$ cat config.mk
export PLATFORM = sky130hd
export DESIGN_NAME = mips_cpu_regfile_write_arbiter
export DESIGN_NICKNAME = d
export VERILOG_FILES = /design/src/rtl/mips_cpu_regfile_write_arbiter.sv
export SDC_FILE = /design/constraint.sdc
export NUM_CORES = 1
export LEC_CHECK = 0
export ABC_AREA = 1
export BUFFER_PORTS_ARGS = -buffer_cell sky130_fd_sc_hd__buf_2
export CAP_MARGIN = 20
export CELL_PAD_IN_SITES_DETAIL_PLACEMENT = 1
export CELL_PAD_IN_SITES_GLOBAL_PLACEMENT = 2
export CORE_MARGIN = 5
export CORE_UTILIZATION = 36
export CTS_BUF_LIST = sky130_fd_sc_hd__clkbuf_8
export CTS_CLUSTER_DIAMETER = 60
export DETAILED_ROUTE_END_ITERATION = 16
export PLACE_DENSITY = 0.95
export SLEW_MARGIN = 20
export SYNTH_ARGS = -nofsm -noshare
export SYNTH_HDL_FRONTEND = slang
export SYNTH_SLANG_ARGS = --single-unit
export TNS_END_PERCENT = 5
$ cat constraint.sdc
create_clock -name clk -period 4.25 [get_ports clk]
set_input_delay 0.2125 -clock clk [delete_from_list [all_inputs] [get_ports clk]]
set_output_delay 0.2125 -clock clk [all_outputs]
set_load 0.02 [all_outputs]
$ cat src/rtl/mips_cpu_regfile_write_arbiter.sv
// Register-file write-port arbiter: merges ALU writebacks with buffered load
// returns onto a single write port and tracks pending-load destinations in a
// busy-bit scoreboard for decode.
module mips_cpu_regfile_write_arbiter #(
    parameter int unsigned FIFO_DEPTH = 2
) (
    input  logic                            clk,
    input  logic                            reset,
    input  logic                            alu_valid,
    input  logic [4:0]                      alu_reg,
    input  logic [31:0]                     alu_data,
    output logic                            alu_ready,
    input  logic                            mem_valid,
    input  logic [4:0]                      mem_reg,
    input  logic [31:0]                     mem_data,
    input  logic                            issue_valid,
    input  logic [4:0]                      issue_reg,
    input  logic [4:0]                      query_reg_1,
    input  logic [4:0]                      query_reg_2,
    output logic                            busy_1,
    output logic                            busy_2,
    output logic                            write_enable,
    output logic [4:0]                      write_reg,
    output logic [31:0]                     write_data,
    output logic [$clog2(FIFO_DEPTH):0]     fifo_count,
    output logic                            mem_overflow
);

    localparam int unsigned PW = (FIFO_DEPTH > 1) ? $clog2(FIFO_DEPTH) : 1;
    localparam int unsigned CW = $clog2(FIFO_DEPTH) + 1;
    localparam logic LAST_FIFO = 1'b0;
    localparam logic LAST_ALU  = 1'b1;

    logic [4:0]    buf_reg  [FIFO_DEPTH];
    logic [31:0]   buf_data [FIFO_DEPTH];
    logic [PW-1:0] rd_ptr;
    logic [PW-1:0] wr_ptr;
    logic [CW-1:0] count;
    logic          last;
    logic [31:0]   busy;
    logic [31:0]   busy_next;

    logic          fifo_req;
    logic          fifo_full;
    logic          grant_fifo;
    logic          grant_alu;
    logic          enq;
    logic          drop;
    logic [4:0]    head_reg;
    logic [31:0]   head_data;

    assign fifo_req  = (count != '0);
    assign fifo_full = (count == CW'(FIFO_DEPTH));
    assign head_reg  = buf_reg[rd_ptr];
    assign head_data = buf_data[rd_ptr];

    // Single-winner arbitration: full buffer wins outright, otherwise alternate
    always_comb begin
        grant_fifo = 1'b0;
        grant_alu  = 1'b0;
        if (!reset) begin
            if (fifo_req && alu_valid) begin
                if (fifo_full || (last == LAST_ALU)) begin
                    grant_fifo = 1'b1;
                end else begin
                    grant_alu = 1'b1;
                end
            end else if (fifo_req) begin
                grant_fifo = 1'b1;
            end else if (alu_valid) begin
                grant_alu = 1'b1;
            end
        end
    end

    assign alu_ready = grant_alu;

    // A full buffer always drains in the same cycle, so a slot frees up for arrivals
    assign enq  = mem_valid && !reset && (!fifo_full || grant_fifo);
    assign drop = mem_valid && !reset && fifo_full && !grant_fifo;

    // Scoreboard update: clear on load writeback, then set on issue so set wins
    always_comb begin
        busy_next = busy;
        if (grant_fifo) begin
            busy_next[head_reg] = 1'b0;
        end
        if (issue_valid && (issue_reg != 5'd0)) begin
            busy_next[issue_reg] = 1'b1;
        end
        busy_next[0] = 1'b0;
    end

    assign busy_1     = busy[query_reg_1];
    assign busy_2     = busy[query_reg_2];
    assign fifo_count = count;

    // Load-return storage; contents are only meaningful between the pointers
    always_ff @(posedge clk) begin
        if (enq) begin
            buf_reg[wr_ptr]  <= mem_reg;
            buf_data[wr_ptr] <= mem_data;
        end
    end

    // Control state, scoreboard and the registered write port
    always_ff @(posedge clk) begin
        if (reset) begin
            rd_ptr       <= '0;
            wr_ptr       <= '0;
            count        <= '0;
            last         <= LAST_FIFO;
            busy         <= '0;
            mem_overflow <= 1'b0;
            write_enable <= 1'b0;
            write_reg    <= 5'd0;
            write_data   <= 32'd0;
        end else begin
            if (enq) begin
                wr_ptr <= wr_ptr + PW'(1);
            end
            if (grant_fifo) begin
                rd_ptr <= rd_ptr + PW'(1);
            end
            count <= count + CW'(enq) - CW'(grant_fifo);
            busy  <= busy_next;
            if (drop) begin
                mem_overflow <= 1'b1;
            end

            if (grant_fifo) begin
                last         <= LAST_FIFO;
                write_enable <= (head_reg != 5'd0);
                write_reg    <= head_reg;
                write_data   <= head_data;
            end else if (grant_alu) begin
                last         <= LAST_ALU;
                write_enable <= (alu_reg != 5'd0);
                write_reg    <= alu_reg;
                write_data   <= alu_data;
            end else begin
                write_enable <= 1'b0;
                write_reg    <= 5'd0;
                write_data   <= 32'd0;
            end
        end
    end

endmodule

==> key figures <==
Route
  – DR iter-0 viols: 335
  – Vias: roughly 5,500
  – Final WL: around 21,000 microns
  – Routed Antenna Nets: 0
  – Avg Vias per Cell: 4.940
  – DR DRC count: 0
  – Pre-antenna DRT Iters: 4
  – Drt wl/cell: 18.54 microns

STA
  – Clk_skew: 28.74 ps
  – Measured slew at the worst slew-check pin: 736.1 ps
  – Fmax: 416.7 MHz
  – Final hold vios: 0
  – Max-slew violation count: 0
  – Final count of negative-setup-slack endpoints: 0
  – Period utilization: 0.5647
  – RSZ-0062 raised after global routing: no
  – Tmin final: 2400 ps
  – Fin Setup TNS: 0 ps
  – Worst rel slew slack: 0.5075

GRT
  – Initial antenna violation count: 0
  – Vias in the first global route: between 5,000 and 6,000
  – Largest net degree at the start of global routing: 42
  – Global-route wire length before repair: ~31,000 microns
  – Total GRT Usage: 0.2013
  – Grt ovf: 0

Place
  – Routability cong.: approximately 0.85
  – Number of buffer cells added on primary ports: 137
  – Placed cell count: 1,020
  – Hpwl dp: 12,680 microns
  – Placement Cell Area: 0.007092 sq mm

Setup path
  – Worst reg-to-reg path cell count: 11
  – CP required: 4600 ps
  – Worst Path Max Fanout: about 40
  – Arrival @ worst endpoint: about 2800 ps
  – Worst setup EP type: flip-flop
  – Crit path depth: 11
  – CP startpoint kind: flip-flop
  – Slowest CP cell: dfxtp_1
  – Critical Path Max Stage Delay: 350 ps
  – Setup Crit Path Kind: flip-flop to flip-flop
  – Worst Path Buf+Inv: 4
  – Cell family with most CP delay: buffers and inverters
  – Crit-path cells: or2_1 -> nand3_2 -> buf_4 -> inv_1 -> buf_4 -> ha_1 -> inv_1 -> ha_1 -> xor2_1 -> o21ai_0 -> a21oi_1

Power and ir drop
  – Clock Power Share: 0.282
  – Internal power: 2.576 mW
  – Maximum vdd drop: 0.3403 mV
  – Pwr/cell area: 494.1 mW/mm^2
  – Leakage power: 3.413 nW
  – Net Switching: 1.490 mW
  – Share of power burned in registers: 0.439
  – Switching share of power: 0.3664
  – Combinational Power Share: 0.280

Floorplan
  – Num ports: 138
  – Starting Density: 0.3632
  – Die height: 141.4 microns
  – Die ar.: approximately 0.02 sq mm
  – FP Rows: 48
  – Die width: 141.4 microns
  – Core ar.: 0.01712 sq mm

Clocking
  – Clk buf depth: 2
  – Clock transition at path regs: 90 ps
  – CTS tree: yes
  – CTS Buf Count: 17
  – Clock tree sinks: 150
  – Root Buffer: clkbuf_8
  – H-tree depth: 4
  – Clk_lat worst skew: about 480 ps

Status
  – Status: completed

Synthesis
  – Register bit total from synthesis: 150
  – Synth top area cells: edfxtp_1, dfxtp_1, nand2_1
  – Post-synth top area cell: edfxtp_1
  – Avg Synthesized Cell Area: 9.114 sq um
  – Share of the synthesized area in the top cell type: 0.3575
  – Seq/Total Area, Yosys: 0.6023
  – Netlist Area Pre-Place: 0.006216 sq mm
  – Synth warnings: 0
  – Cells after synthesis: 682
  – Post-Syn Nets: 778
  – Yosys cell types: 27

Final layout
  – Layout area overhead: 32.37%
  – Fraction of layout cells with a size suffix above 1: 0.2183
  – Largest registers: buf_data: 64 flops, write_data: 32 flops, busy: 31 flops
  – Cell area after layout: 0.008228 sq mm
  – Nets: just under 1,000
  – Post-route insts no fill: approximately 1,100
  – Most frequent cells in the layout: nand2_1, buf_2, nand3_1
  – Commonest non-fill, non-tap cell in the layout: nand2_1
  – Final core occ: 0.4807
  – Antenna cell count: 0
  – Max reg flops: between 60 and 70
  – Most flop-heavy register: buf_data

Job
  – Maxcap violations: 0

Min path
  – Hold Path Class: input pin to flip-flop
  – Worst Hold Depth: 3
-- cell usage after synthesis, drive strengths merged --
cell      n
o22ai     2
nor3      5
mux2i    17
ha        2
o21ai    30
nor2     21
a21oi    33
o211ai   15
nand2   232
nand4     3
o41ai     1
dfxtp    76
xor2      1
edfxtp   74
clkbuf   10
nand3    77
or2      16
buf      18
o31ai     1
inv      48
-- per-layer routing --
| metal | up-vias | global-route usage | wire length, microns |
|---|---|---|---|
| met5 | - | 0 | 0 |
| li1 | 2685 | - | - |
| met1 | 2673 | 0.2445 | 8552 |
| met3 | 27 | 0.03707 | 1005 |
| met4 | 0 | 0.06768 | 383 |
| met2 | 163 | 0.3597 | 10880 |
-- worst register-to-register path, delay by kind of cell (launching register included) --
family,cells,cell delay [ps]
fa+ha+maj,2,530
buf+inv,4,720
simple gates,2,350
compound gates,2,210
flops,1,350
xor+xnor,1,150
-- what timing repair did --
| item | CTS | global route |
|---|---|---|
| setup buffers | 0 | 0 |
| hold endpoints to repair | 106 | 0 |
| hold buffers | 69 | 0 |
| gates resized for setup | 0 | 0 |
-- through the flow --
step	hold slack [ps]	power (mW)	worst slack, ps
global route	24.93	4.264	1672
finish	20.31	4.066	1850
detailed placement	404.7	2.865	1427
floorplan	311.4	2.485	1636
global placement	400.8	2.835	1454
CTS	0.2365	4.021	1863
-- cell families after synthesis --
kind of cell | synth area share
and+or+nand+nor | 0.2399
AOI/OAI and AO/OA | 0.07347
xor gates and xnor gates | 0.001409
muxes | 0.02737
DFF | 0.6023
buffers and inverters | 0.05153
adders and majority gates | 0.004025
-- power groups by stage --
stage / sequential, mW / clock, mW / combinational, mW
after floorplan: 1.99 / 0 / 0.493
after global placement: 1.80 / 0 / 1.03
after detailed placement: 1.81 / 0 / 1.06
after CTS: 1.78 / 1.13 / 1.11
after global routing: 1.80 / 1.23 / 1.23
final: 1.78 / 1.15 / 1.14
-- cell type report --
| cell class | count | area (sq um) |
|---|---|---|
| Clock buffer | 18 | 247.7 |
| Clock inverter | 14 | 150.1 |
| Fill cell | 2022 | 8889 |
| Inverter | 48 | 180.2 |
| Multi-Input combinational cell | 456 | 2170 |
| Sequential cell | 150 | 3745 |
| Tap cell | 225 | 281.5 |
| Timing Repair Buffer | 212 | 1454 |
-- worst paths after layout --
check / start / end / slack, ps
setup / recovery: fifo_count[1] / fifo_count[1] / 1850
hold / removal: alu_reg[1] / write_reg[1] / 20
setup reg to reg: fifo_count[1] / fifo_count[1] / 1850
hold reg to reg: mem_overflow / mem_overflow / 430
No activity file was read; power rests on OpenSTA's default activity.
